**src/rtl/ht_pkg.sv**
```systemverilog
// rtl/ht_pkg.sv - shared entry type, stage constants and width helper for hazard_tracker
package ht_pkg;

  localparam int DST_MAX_W = 16;
  localparam int RDY_MAX_W = 8;

  localparam int ST_E = 1;
  localparam int ST_M = 2;
  localparam int ST_W = 3;

  // Fields are sized for the widest supported configuration; instances zero-extend into them.
  typedef struct packed {
    logic                 v;
    logic [DST_MAX_W-1:0] dst;
    logic [RDY_MAX_W-1:0] rdy;
  } ht_entry_t;

  function automatic int fsel_w(input int stages);
    return $clog2(stages + 1);
  endfunction

endpackage

```
**src/rtl/ht_stage.sv**
```systemverilog
// rtl/ht_stage.sv - one tracked pipeline entry with per-source destination compare
module ht_stage
  import ht_pkg::*;
#(
  parameter int REG_W = 5,
  parameter int NSRC  = 2
) (
  input  logic                  clk,
  input  logic                  reset,
  input  logic                  clear,
  input  logic                  load,
  input  ht_entry_t             entry_d,
  input  logic [NSRC*REG_W-1:0] src,
  input  logic [NSRC-1:0]       src_on,
  output ht_entry_t             entry_q,
  output logic [NSRC-1:0]       match
);

  always_ff @(posedge clk) begin
    if (reset || clear) begin
      entry_q <= '0;
    end else if (load) begin
      entry_q <= entry_d;
    end
  end

  // Register 0 is hardwired and never produces a hazard.
  always_comb begin
    match = '0;
    for (int i = 0; i < NSRC; i++) begin
      match[i] = src_on[i] && (src[i*REG_W +: REG_W] != '0) && entry_q.v &&
                 (entry_q.dst == DST_MAX_W'(src[i*REG_W +: REG_W]));
    end
  end

endmodule

```
**src/rtl/hazard_tracker.sv**
```systemverilog
// rtl/hazard_tracker.sv - decode-stage forwarding select and stall generation; HT_STALL_CNT_EN adds a stall counter
module hazard_tracker
  import ht_pkg::*;
#(
  parameter  int REG_W  = 5,
  parameter  int STAGES = 3,
  parameter  int NSRC   = 2,
  localparam int FSEL_W = fsel_w(STAGES)
) (
  input  logic                   clk,
  input  logic                   reset,
  input  logic                   issue_v,
  input  logic                   issue_wr,
  input  logic [REG_W-1:0]       issue_dst,
  input  logic [FSEL_W-1:0]      issue_rdy,
  input  logic [NSRC*REG_W-1:0]  src,
  input  logic [NSRC-1:0]        src_on,
  input  logic                   hold,
  input  logic                   flush_d,
  input  logic                   flush_all,
`ifdef HT_STALL_CNT_EN
  input  logic                   stall_cnt_clr,
  output logic [31:0]            stall_cnt,
`endif
  output logic [NSRC*FSEL_W-1:0] fwd_sel,
  output logic                   stall_d,
  output logic                   issue_ack,
  output logic [STAGES-1:0]      pipe_valid,
  output logic                   wb_v,
  output logic [REG_W-1:0]       wb_dst
);

  ht_entry_t              ent   [1:STAGES];
  logic [NSRC-1:0]        match [1:STAGES];
  ht_entry_t              issue_ent;
  logic [RDY_MAX_W-1:0]   rdy_c;
  logic [NSRC-1:0]        found;
  logic [NSRC-1:0]        src_stall;
  logic                   unused_wb_hi;

  always_comb begin
    rdy_c = RDY_MAX_W'(issue_rdy);
    if (rdy_c == '0) begin
      rdy_c = RDY_MAX_W'(ST_E);
    end else if (rdy_c > RDY_MAX_W'(STAGES)) begin
      rdy_c = RDY_MAX_W'(STAGES);
    end
  end

  assign issue_ent = '{v: issue_ack & issue_wr, dst: DST_MAX_W'(issue_dst), rdy: rdy_c};

  for (genvar s = 1; s <= STAGES; s++) begin : g_stage
    ht_entry_t load_ent;
    if (s == 1) begin : g_first
      assign load_ent = issue_ent;
    end else begin : g_rest
      assign load_ent = ent[s-1];
    end

    ht_stage #(.REG_W(REG_W), .NSRC(NSRC)) u_stage (
      .clk     (clk),
      .reset   (reset),
      .clear   (flush_all),
      .load    (~hold),
      .entry_d (load_ent),
      .src     (src),
      .src_on  (src_on),
      .entry_q (ent[s]),
      .match   (match[s])
    );

    assign pipe_valid[s-1] = ent[s].v;
  end

  // Youngest match decides; an unready youngest blocks forwarding from older copies.
  always_comb begin
    fwd_sel   = '0;
    src_stall = '0;
    found     = '0;
    for (int i = 0; i < NSRC; i++) begin
      for (int s = 1; s <= STAGES; s++) begin
        if (!found[i] && match[s][i]) begin
          found[i] = 1'b1;
          if (RDY_MAX_W'(s) >= ent[s].rdy) begin
            fwd_sel[i*FSEL_W +: FSEL_W] = FSEL_W'(s);
          end else begin
            src_stall[i] = 1'b1;
          end
        end
      end
    end
  end

  assign stall_d      = issue_v & (|src_stall);
  assign issue_ack    = issue_v & ~stall_d & ~hold & ~flush_d & ~flush_all;
  assign wb_v         = ent[STAGES].v;
  assign wb_dst       = ent[STAGES].dst[REG_W-1:0];
  assign unused_wb_hi = ^(ent[STAGES].dst >> REG_W);

`ifdef HT_STALL_CNT_EN
  logic [31:0] stall_cnt_q, stall_cnt_d;

  always_comb begin
    stall_cnt_d = stall_cnt_q;
    if (stall_cnt_clr) begin
      stall_cnt_d = '0;
    end else if (stall_d && !hold && (stall_cnt_q != '1)) begin
      stall_cnt_d = stall_cnt_q + 32'd1;
    end
  end

  always_ff @(posedge clk) begin
    if (reset) begin
      stall_cnt_q <= '0;
    end else begin
      stall_cnt_q <= stall_cnt_d;
    end
  end

  assign stall_cnt = stall_cnt_q;
`endif

endmodule

```
**config.mk**
```make
export PLATFORM = sky130hd
export DESIGN_NAME = hazard_tracker
export DESIGN_NICKNAME = d
export VERILOG_FILES = /design/src/rtl/ht_pkg.sv /design/src/rtl/ht_stage.sv /design/src/rtl/hazard_tracker.sv
export SDC_FILE = /design/constraint.sdc
export NUM_CORES = 1
export LEC_CHECK = 0
export BUFFER_PORTS_ARGS = -buffer_cell sky130_fd_sc_hd__buf_4
export CAP_MARGIN = 20
export CORE_MARGIN = 2
export CORE_UTILIZATION = 40
export DETAILED_ROUTE_END_ITERATION = 10
export PLACE_DENSITY = 0.72
export SYNTH_ARGS = -nofsm -noshare
export SYNTH_HDL_FRONTEND = slang
export SYNTH_SLANG_ARGS = --single-unit
export TNS_END_PERCENT = 20
```
**constraint.sdc**
```tcl
create_clock -name clk -period 4.2 [get_ports clk]
set_input_delay 0.63 -clock clk [delete_from_list [all_inputs] [get_ports clk]]
set_output_delay 0.63 -clock clk [all_outputs]
set_load 0.02 [all_outputs]
```
==> metrics.md, run 1 <==
| Metric | Value |
|---|---|
| Status | `completed` |
| Max incr delay on CP | `approximately 0.54 ns` |
| TNS Setup | `0 ns` |
| CP Class | `in -> out` |
| Largest Register | `g_stage.u_stage.entry_q` |
| Area taken by multi-input logic gates | `approximately 800 um^2` |
| Cell variety after synth | `29` |
| Final period util | `69.8%` |
| Regs by FF count | `g_stage.u_stage.entry_q x22` |
| Power per cell area | `approximately 270 mW/mm^2` |
| Hold endpoint | `g_stage[1].u_stage.entry_q[0]` |
| Yosys reg bits | `22` |
| Cell count of the worst hold path | `2` |
| Shortest period the worst path allows | `between 2 and 3 ns` |
| Placed cells | `220` |
| Fin cells | `224` |
| Final wirelength | `2980 um` |
| Fmax | `around 0.34 GHz` |
| RSZ-0062 raised after global routing | `false` |
| Resized Gates After CTS | `0` |
| Final worst slack | `about 1.3 ns` |
| Max FO, Critical Path | `4` |
| Die Y-Extent | `61.6 um` |
| Final hold vios | `0` |
| Sequential element share of the synthesized area | `between 30% and 40%` |
| Crit path cell chain | `buf_4, or4_1, o21ai_2, nor3_1, or3_1, mux2i_1, buf_4` |
| TritonCTS buffer count | `3` |
| Fill count | `~320` |
| Global-route wire length before repair | `about 4800 um` |
| Count of final max-slew check failures | `0` |
| Max FFs per register | `22` |
| Cell area after synthesis | `0.00133 mm^2` |
| CP startpoint kind | `input pin` |
| Io pins | `slightly above 40` |
| Net count after synthesis | `about 180` |
| Final setup viols | `0` |
| Register Area | `440 um^2` |
| Total number of vias | `about 1100` |
| Die ar. | `between 0.003 and 0.004 mm^2` |
| Synth Warn # | `0` |
| Post-Place Setup Slack | `around 1.3 ns` |
| FF-to-FF path depth | `6` |
| H-tree depth | `1` |
| CP startpoint | `src[0]` |
| Fin nets | `207` |
| DP Wirelength | `2350 um` |
| Die Span X | `61.6 um` |
| Cell family with most CP delay | `simple AND/OR/NAND/NOR gates` |
| Initial DRC Count | `between 40 and 50` |
| Worst Clk Skew | `0.0107 ns` |
| FF-to-FF End | `g_stage[1].u_stage.entry_q[24]` |
| Max stage delay cell, worst path | `or4_1` |
| Slew headroom | `between 60 and 70%` |
| Worst Path Buf+Inv | `2` |
| Fraction of layout cells with a size suffix above 1 | `about a quarter` |
| Fin area | `~0.0017 mm^2` |
| Clock Tree Buf Depth | `2` |
| Area Growth Syn to Fin | `24.8%` |
| R2r startpoint | `g_stage[1].u_stage.entry_q[11]` |
| Routed len/inst | `13.3 um` |
| Clock transition at path regs | `roughly 0.12 ns` |
| CP most frequent cell | `buf_4` |
| Worst VDD drop | `between 0.15 and 0.2 mV` |
| Postcts setup bufs | `0` |
| Drc violations | `0` |
| Row cnt | `20` |
| Slew at the pin with the worst max-slew slack | `between 0.4 and 0.5 ns` |
| Leakage | `~0.0007 uW` |
| Antenna violations before repair | `0` |
| Via/cell ratio | `about 5.0` |
| Max-Cap Viols | `0` |
| Syn Inst Count | `149` |
| HP Start | `issue_rdy[1]` |
| Vias in the first global route | `approximately 1100` |
| Clock Latency Late Sink | `0.31 ns` |
| Hold-fix buffer count after cts | `0` |
| R2R Setup Slk | `2.39 ns` |
| Largest net degree at the start of global routing | `25` |
| CP endpoint kind | `primary output` |
| Worst min-delay path class | `in -> reg` |
| Clock tree root driver cell | `clkbuf_4` |
| Ant diodes | `0` |
| GRT Overall Usage | `17.1%` |
| Asr flop ratio synth | `0%` |
| Clock sinks | `22` |
| Detail Route Antenna Nets | `0` |
| Power consumption | `around 440 uW` |
| Required time of the critical path | `3.57 ns` |
| Mapped Avg Cell Area | `a little under 9 um^2` |
| Initial core utilization | `between 40% and 50%` |
| Post-synth EDFFs | `0` |
| Data arrival, critical path | `2.30 ns` |
| Post-DP Area | `~0.0016 mm^2` |
| Core Area | `0.00310 mm^2` |
| CTS tree | `done` |
| First-pass detailed-route iteration total | `4` |
| Grt ovf | `0` |
| Gpl congestion | `a little under 0.9` |
| IO Port Bufs | `40` |
| Top_reg_cell synth | `dfxtp_1` |
-- placed cells by master, fill, tap and decap left out, types with 3 or more instances in the layout --
master / instances
a21oi_1: 3
buf_4: 40
clkbuf_4: 3
dfxtp_1: 22
mux2i_1: 22
nand2_1: 7
nand4_1: 4
nor2_1: 22
nor3_1: 3
xnor2_1: 22
xor2_1: 8
-- Yosys cell counts (2+ instances only) --
master / number / area share, %
clkbuf_1: 3 / 0.85
nor2_1: 22 / 6.2
nor3_1: 3 / 1.1
or3_1: 2 / 0.94
xnor2_1: 22 / 15
o21ai_2: 2 / 1.3
nand2_1: 7 / 2.0
nor4_1: 2 / 0.94
nand2b_1: 2 / 0.94
buf_4: 8 / 4.5
a21oi_1: 3 / 1.1
xor2_1: 8 / 5.3
nand4_1: 4 / 1.9
buf_1: 2 / 0.57
dfxtp_1: 22 / 33
nand3_1: 2 / 0.76
mux2i_1: 22 / 17
or4_1: 2 / 1.1
-- layer usage --
layer / GRT usage (%) / routed length [um] / up-vias
li1: - / - / 565
met1: 21.1 / 1380 / 518
met3: 3.57 / 142 / 2
met2: 30.2 / 1450 / 30
met4: 3.95 / 10 / 0
met5: 0 / 0 / -
-- cells by family after synthesis --
family	count (synthesis)	synth area share, %
flops	22	33.2
simple gates	51	19.0
buf+inv	14	6.23
mux	22	16.6
compound gates	10	5.10
xor+xnor	30	19.8
-- per-stage QoR --
step                      hold slack (ns)  utilization [%]
final                               0.499             53.3
after global placement              0.477             51.6
after floorplan                     0.455                -
after detailed placement            0.498             51.6
after CTS                           0.489             53.3
after global routing                0.477             53.3
-- worst reg2reg max path: stages, from the launching register on --
cell	delay, ns
dfxtp_1	0.44
xnor2_1	0.14
nand4_1	0.13
nor3_1	0.45
o21ai_1	0.15
and4_1	0.22
a32o_1	0.19
-- worst max path at each step --
stage,end,slack (ns),cells after the start
2_1_floorplan,fwd_sel[0],1.43,5
3_3_place_gp,fwd_sel[2],1.34,7
3_5_place_dp,fwd_sel[1],1.29,7
4_1_cts,fwd_sel[0],1.27,7
5_1_grt,fwd_sel[0],1.19,7
6_report,fwd_sel[0],1.27,7
-- power by group --
part	internal, uW	switching [uW]	leakage, uW
Sequential	212	3.82	0.000178
Combinational	35.3	29.7	0.000476
Clock	96.3	64.3	0.0000279
-- area by class of cell --
| type | instances | share of cell area [%] |
|---|---|---|
| Sequential cell | 22 | 26.6 |
| Tap cell | 44 | 3.33 |
| Clock buffer | 3 | 1.36 |
| Inverter | 1 | 0.227 |
| Timing Repair Buffer | 40 | 18.2 |
| Multi-Input combinational cell | 113 | 48.5 |
| Clock inverter | 1 | 1.82 |
Power figures use the tool's default switching activity.
==> run 2: changes to the inputs <==
--- a/config.mk
+++ b/config.mk
@@ -5,12 +5,13 @@
 export SDC_FILE = /design/constraint.sdc
 export NUM_CORES = 1
 export LEC_CHECK = 0
+export ABC_AREA = 1
 export BUFFER_PORTS_ARGS = -buffer_cell sky130_fd_sc_hd__buf_4
 export CAP_MARGIN = 20
 export CORE_MARGIN = 2
 export CORE_UTILIZATION = 40
 export DETAILED_ROUTE_END_ITERATION = 10
-export PLACE_DENSITY = 0.72
+export PLACE_DENSITY = 0.7
 export SYNTH_ARGS = -nofsm -noshare
 export SYNTH_HDL_FRONTEND = slang
 export SYNTH_SLANG_ARGS = --single-unit
==> constraint.sdc (replaced) <==
create_clock -name clk -period 2.9 [get_ports clk]
set_input_delay 0.435 -clock clk [delete_from_list [all_inputs] [get_ports clk]]
set_output_delay 0.435 -clock clk [all_outputs]
set_load 0.02 [all_outputs]
==> metrics.md, run 2 <==
| Metric | Value |
|---|---|
| CP Class | `reg -> out` |
| Hold endpoint | `g_stage[1].u_stage.entry_q[0]` |
| Global-route wire length before repair | `6550 um (+37%)` |
| Hold WS | `0.432 ns (-0.0676 ns)` |
| Leakage | `0.000869 uW (+28%)` |
| Die ar. | `0.00439 mm^2 (+16%)` |
| Fmax | `~0.46 GHz` |
| Slew headroom | `73.2% (+6.2 points)` |
| Ant diodes | `0 (unchanged)` |
| Top_reg_cell synth | `dfxtp_1` |
| Max FFs per register | `22 (unchanged)` |
| R2R Setup Slk | `1.48 ns (-0.91 ns)` |
| RSZ-0062 raised after global routing | `false` |
| Power per cell area | `365 mW/mm^2 (+37%)` |
| Clock transition at path regs | `0.08 ns (-0.04 ns)` |
| Final setup viols | `0 (unchanged)` |
| Hold-fix buffer count after cts | `0 (unchanged)` |
| Largest area contributor in the netlist | `dfxtp_1` |
| Cell variety after synth | `31 (+6.9%)` |
| Asr flop ratio synth | `0% (unchanged)` |
| Die Span X | `66.3 um (+7.7%)` |
| Flop pwr share | `46.8% (-2.1 points)` |
| Largest Register | `g_stage.u_stage.entry_q` |
| Fraction of layout cells with a size suffix above 1 | `26.6% (-0.048 points)` |
| FF-to-FF path depth | `9 (+3)` |
| Top post-synthesis cells by area | `dfxtp_1, nand2_1, a211oi_1` |
| Gate power share | `21.1% (+6.4 points)` |
| Required time of the critical path | `2.47 ns (-1.10 ns)` |
| Slew at the pin with the worst max-slew slack | `0.399 ns (-0.0927 ns)` |
| Initial DRC Count | `96 (+100%)` |
| Synth Warn # | `0 (unchanged)` |
| Drc violations | `0 (unchanged)` |
| Internal Power | `493 uW (+44%)` |
| R2r startpoint | `g_stage[1].u_stage.entry_q[9]` |
| Syn Inst Count | `247 (+66%)` |
| TritonCTS buffer count | `3 (unchanged)` |
| Max FO, Critical Path | `6 (+2)` |
| Final period util | `between 70% and 80%` |
| CTS tree | `done` |
| Clock tree root driver cell | `clkbuf_8` |
| Most instantiated cells after synthesis | `nand2_1, nor2_1, dfxtp_1` |
| Total number of vias | `1575 (+41%)` |
| Cell count of the worst hold path | `3 (+1)` |
| Commonest non-fill, non-tap cells in the layout | `nand2_1, buf_4, nor2_1, dfxtp_1, inv_1` |
| Detail Route Antenna Nets | `0 (unchanged)` |
| First-pass detailed-route iteration total | `4 (unchanged)` |
| Clock sinks | `22 (unchanged)` |
| Postcts setup bufs | `0 (unchanged)` |
| Resized Gates After CTS | `0 (unchanged)` |
| Most common cell after layout, fill and taps aside | `nand2_1` |
| DP Wirelength | `3100 um (+32%)` |
| Routed len/inst | `12.1 um (-9.0%)` |
| GRT Overall Usage | `19.3% (+2.3 points)` |
| Worst VDD drop | `0.232 mV (+27%)` |
| Switch share | `28.5% (+6.3 points)` |
| Fin area | `0.00189 mm^2 (+14%)` |
| TNS Setup | `0 ns (unchanged)` |
| IO Port Bufs | `40 (unchanged)` |
| Switch Pwr | `196 uW (+100%)` |
| Cell area after synthesis | `0.00155 mm^2 (+17%)` |
| Worst Clk Skew | `0.00418 ns (-0.00655 ns)` |
| Grt ovf | `0 (unchanged)` |
| Shortest period the worst path allows | `2.18 ns` |
| Vias in the first global route | `1434 (+32%)` |
| Count of final max-slew check failures | `0 (unchanged)` |
| Yosys reg bits | `22 (unchanged)` |
| FF-to-FF End | `g_stage[1].u_stage.entry_q[24]` |
| Net count after synthesis | `273 (+56%)` |
| Row cnt | `22 (+10%)` |
| Largest net degree at the start of global routing | `35 (+40%)` |
| Initial core utilization | `42.1% (-0.64 points)` |
| CP startpoint kind | `register` |
| Fin util | `51.3% (-2.1 points)` |
| Max-Cap Viols | `0 (unchanged)` |
| Clock Tree Buf Depth | `2 (unchanged)` |
| H-tree depth | `1 (unchanged)` |
| Post-DP Area | `0.00184 mm^2 (+15%)` |
| Io pins | `41 (unchanged)` |
| Synth top area share | `28.4% (-4.9 points)` |
| Data arrival, critical path | `1.75 ns (-0.55 ns)` |
| Gpl congestion | `0.966 (+12%)` |
| Top-count cell post-synth | `nand2_1` |
| Via/cell ratio | `4.83 (-2.9%)` |
| Status | `completed` |
| Post-synth EDFFs | `0 (unchanged)` |
| Clock power frac | `32.2% (-4.2 points)` |
| Antenna violations before repair | `0 (unchanged)` |
| Worst min-delay path class | `in -> reg` |
| Sequential element share of the synthesized area | `28.4% (-4.9 points)` |
| Clock Latency Late Sink | `0.26 ns (-0.05 ns)` |
| HP Start | `issue_rdy[0]` |
| Area Growth Syn to Fin | `21.9%` |
| Final hold vios | `0 (unchanged)` |
| Mapped Avg Cell Area | `6.28 um^2 (-29%)` |
| Die Y-Extent | `66.3 um (+7.7%)` |
| CP endpoint kind | `primary output` |
| Final wirelength | `3950 um (+32%)` |
| Fin nets | `305 (+47%)` |
| Core Area | `0.00369 mm^2 (+19%)` |
| Regs by FF count | `g_stage.u_stage.entry_q x22` |
## run 2: cell count changes in the layout (fill, tap and decap cells not counted), sizes merged, moves of 3 or more
cell	delta
a21oi	+8
mux2i	-22
nand2	+67
inv	+30
nor2	+15
nand3	+9
o22ai	+4
o21ai	+3
xnor2	-21
xor2	-4
a211oi	+17
## run 2: through the flow
| step | std cells | total power, uW | setup slack [ns] |
|---|---|---|---|
| after floorplan | 247 | 417 | 1.08 |
| after global placement | 322 | 472 | 0.915 |
| after detailed placement | 322 | 473 | 0.911 |
| after CTS | 326 | 693 | 0.720 |
| after global routing | 326 | 724 | 0.532 |
| final | 326 | 689 | 0.716 |
## run 2: logic make-up (layout without fill, tap and decap cells)
kind of cell / count (synthesis) / count (layout) / share of synthesized area, %
and+or+nand+nor: 134 / 134 / 39.0
buffers and inverters: 46 / 77 / 13.1
DFF: 22 / 22 / 28.4
AOI/OAI and AO/OA: 40 / 40 / 16.6
xor gates and xnor gates: 5 / 5 / 2.82
## run 2: how the worst max path moves through the flow
| stage | startpoint | end | cells after the start |
|---|---|---|---|
| 2_1_floorplan | src[6] | fwd_sel[3] | 8 |
| 3_3_place_gp | src[0] | fwd_sel[1] | 8 |
| 3_5_place_dp | src[0] | fwd_sel[0] | 8 |
| 4_1_cts | g_stage[1].u_stage.entry_q[10] | issue_ack | 9 |
| 5_1_grt | g_stage[1].u_stage.entry_q[9] | issue_ack | 9 |
| 6_report | g_stage[1].u_stage.entry_q[9] | stall_d | 9 |
## run 2: critical path, stage by stage, from the launching register on
cell and delay [ns]:
dfxtp_1 0.45, inv_1 0.09, nand2_1 0.09, nand2_1 0.07, nor3_2 0.13, nand3_1 0.14
nand2_1 0.09, nand2_1 0.09, a21oi_1 0.17, buf_4 0.16
## run 2: cell type report
cell class                      instances  area (um^2)
Timing Repair Buffer                   41          308
Inverter                               32          120
Multi-Input combinational cell        179          907
Sequential cell                        22          440
Clock buffer                            4         55.1
Fill cell                             402         1800
Tap cell                               48         60.1
## run 2: layer usage
metal	global-route usage, %	share of wire (%)	vias to the layer above
met3	3.58	4.3	2
met4	3.06	0.48	0
met2	34.3	49	26
li1	-	-	851
met5	0	0	-
met1	24.6	46	696
## run 2: power by group through the flow
stage / Combinational, uW / Clock [uW] / Sequential, uW
CTS: 145 / 225 / 322
global placement: 143 / 0 / 329
global route: 161 / 238 / 324
finish: 145 / 222 / 322
floorplan: 90.3 / 0 / 327
detailed placement: 144 / 0 / 330
==> run 3: changes to the inputs <==
--- a/config.mk
+++ b/config.mk
@@ -5,13 +5,13 @@
 export SDC_FILE = /design/constraint.sdc
 export NUM_CORES = 1
 export LEC_CHECK = 0
-export ABC_AREA = 1
+export ABC_AREA = 0
 export BUFFER_PORTS_ARGS = -buffer_cell sky130_fd_sc_hd__buf_4
 export CAP_MARGIN = 20
 export CORE_MARGIN = 2
 export CORE_UTILIZATION = 40
 export DETAILED_ROUTE_END_ITERATION = 10
-export PLACE_DENSITY = 0.7
+export PLACE_DENSITY = 0.72
 export SYNTH_ARGS = -nofsm -noshare
 export SYNTH_HDL_FRONTEND = slang
 export SYNTH_SLANG_ARGS = --single-unit
==> constraint.sdc (replaced) <==
create_clock -name clk -period 2.2 [get_ports clk]
set_input_delay 0.33 -clock clk [delete_from_list [all_inputs] [get_ports clk]]
set_output_delay 0.33 -clock clk [all_outputs]
set_load 0.02 [all_outputs]
==> metrics.md, run 3 (synthesis gave the netlist of run 1 again) <==
| Metric | Value |
|---|---|
| CP Class | `in -> out` |
| Clock tree root driver cell | `clkbuf_4` |
| Routing usage on met1 | `22.8% (-1.8 points)` |
| Met2 Usage GRT | `36.2% (+2.0 points)` |
| H-tree depth | `1 (unchanged)` |
| Final setup viols | `6 (+6)` |
| Ant diodes | `0 (unchanged)` |
| Clock Latency Late Sink | `0.31 ns (+0.05 ns)` |
| Die Span X | `61.6 um (-7.1%)` |
| Shortest period the worst path allows | `roughly 2.3 ns` |
| Data arrival, critical path | `1.93 ns (+0.18 ns)` |
| Worst Clk Skew | `0.00637 ns (+0.00219 ns)` |
| CP endpoint kind | `primary output` |
| Clock sinks | `22 (unchanged)` |
| Final worst slack | `-0.0623 ns (-0.778 ns)` |
| Most common cell after layout, fill and taps aside | `buf_4` |
| Max-Cap Viols | `0 (unchanged)` |
| Core Area | `0.00310 mm^2 (-16%)` |
| Max stage delay cell, worst path | `or4_4` |
| Detail Route Antenna Nets | `0 (unchanged)` |
| Max incr delay on CP | `0.55 ns (+0.10 ns)` |
| Largest Register | `g_stage.u_stage.entry_q` |
| CTS tree | `done` |
| Slew headroom | `73.4% (+0.19 points)` |
| Final period util | `103%` |
| GR Layer Usage met3 | `3.36% (-0.22 points)` |
| Routed len/inst | `13.7 um (+13%)` |
| Worst min-delay path class | `in -> reg` |
| Failing checks | `setup timing` |
| Io pins | `41 (unchanged)` |
| Regs by FF count | `g_stage.u_stage.entry_q x22` |
| Count of final max-slew check failures | `0 (unchanged)` |
| CP startpoint kind | `input pin` |
| Total number of vias | `1158 (-26%)` |
| Clock transition at path regs | `0.12 ns (+0.04 ns)` |
| First-pass detailed-route iteration total | `4 (unchanged)` |
| Antenna violations before repair | `0 (unchanged)` |
| Crit path cell chain | `buf_4, or4_4, o21ai_4, nor3_2, or3_4, mux2i_1, buf_4` |
| Die ar. | `0.00379 mm^2 (-14%)` |
| Commonest non-fill, non-tap cells in the layout | `buf_4, xnor2_1, mux2i_1, nor2_1, dfxtp_1` |
| Fraction of layout cells with a size suffix above 1 | `43.1% (+16 points)` |
| Leakage | `0.000775 uW (-11%)` |
| Largest net degree at the start of global routing | `25 (-29%)` |
| Power consumption | `862 uW (+25%)` |
| TritonCTS buffer count | `3 (unchanged)` |
| IO Port Bufs | `40 (unchanged)` |
| Hold-fix buffer count after cts | `0 (unchanged)` |
| Post-Place Setup Slack | `-0.0757 ns (-0.986 ns)` |
| Fin nets | `222 (-27%)` |
| Gpl congestion | `0.866 (-10%)` |
| Required time of the critical path | `1.87 ns (-0.60 ns)` |
| Die Y-Extent | `61.6 um (-7.1%)` |
| CP startpoint | `src[6]` |
| Vias in the first global route | `1222 (-15%)` |
| Global-route wire length before repair | `5460 um (-17%)` |
| Initial DRC Count | `27 (-72%)` |
| Worst VDD drop | `0.232 mV (-0.13%)` |
| Via/cell ratio | `4.85 (+0.29%)` |
| R2r startpoint | `g_stage[1].u_stage.entry_q[8]` |
| Clock Tree Buf Depth | `2 (unchanged)` |
| Fill count | `282 (-30%)` |
| Power per cell area | `464 mW/mm^2 (+27%)` |
| Max FFs per register | `22 (unchanged)` |
| Max FO, Critical Path | `3 (-3)` |
| Final hold vios | `0 (unchanged)` |
| RSZ-0062 raised after global routing | `true` |
| HP Start | `issue_rdy[1]` |
| Drc violations | `0 (unchanged)` |
| Final wirelength | `3290 um (-17%)` |
| CP most frequent cell | `buf_4` |
| GRT Overall Usage | `19.5% (+0.18 points)` |
| Grt ovf | `0 (unchanged)` |
| Initial core utilization | `42.7% (+0.64 points)` |
| GRT busiest layer | `met2` |
| Row cnt | `20 (-9.1%)` |
| Fmax | `around 0.44 GHz` |
| Slew at the pin with the worst max-slew slack | `0.399 ns (+0.000828 ns)` |
| DP Wirelength | `2430 um (-22%)` |
| Area Growth Syn to Fin | `40.1%` |
| Status | `finished, violations left` |
-- run 3: cell count changes in the layout (fill, tap and decap cells not counted), moves of 6 or more --
cell / delta
dfxtp_1: -11
inv_1: -20
mux2i_1: +22
xnor2_1: +21
nand2_2: -6
nand2_1: -61
inv_2: -10
a21oi_1: -8
buf_4: +13
a211oi_1: -17
dfxtp_2: +9
nand3_1: -6
nor2_1: -9
-- run 3: layer usage --
layer	vias to the layer above	share of wire, %	routed length [um]
li1	589	-	-
met1	533	43	1420
met2	32	51	1690
met3	4	4.5	148
met4	0	0.76	25
met5	-	0	0
-- run 3: worst paths after layout --
path | cells after the start | slack [ns] | end
setup / recovery | 7 | -0.06 | fwd_sel[2]
hold / removal | 2 | 0.19 | g_stage[1].u_stage.entry_q[0]
setup reg to reg | 7 | 0.52 | g_stage[1].u_stage.entry_q[24]
hold reg to reg | 2 | 0.52 | g_stage[2].u_stage.entry_q[0]
-- run 3: cell type report --
| cell class | instances | area (um^2) | share of cell area (%) |
|---|---|---|---|
| Clock buffer | 3 | 22.5 | 1.21 |
| Inverter | 1 | 3.75 | 0.202 |
| Clock inverter | 1 | 30.0 | 1.62 |
| Tap cell | 44 | 55.1 | 2.96 |
| Timing Repair Buffer | 55 | 417 | 22.4 |
| Multi-Input combinational cell | 113 | 870 | 46.8 |
| Sequential cell | 22 | 459 | 24.7 |
-- run 3: power by group --
part / switching (uW) / internal (uW) / total, uW
logic: 65.2 / 79.5 / 145
clock network: 124 / 184 / 308
registers: 7.28 / 402 / 409
-- run 3: what timing repair did --
| action | CTS | global route |
|---|---|---|
| resized for setup | 20 | 6 |
| setup endpoints to repair | 6 | 6 |
| pin swaps | 7 | 2 |
| setup buffers | 2 | 0 |
-- run 3: metrics by stage --
step	TNS, ns	utilization [%]	instances	hold slack (ns)	area [um^2]
after floorplan	0	-	149	0.419	1330
after global placement	-0.127	54.8	233	0.476	1700
after detailed placement	-0.270	54.8	233	0.492	1700
after CTS	-0.243	59.4	239	0.174	1840
after global routing	-0.846	59.8	239	0.172	1860
final	-0.274	59.8	239	0.190	1860
-- run 3: critical path: cells and delay by family --
kind                   cells  cell delay (ns)
AOI/OAI and AO/OA          1             0.19
buffers and inverters      2             0.28
muxes                      1             0.14
and+or+nand+nor            3             0.99
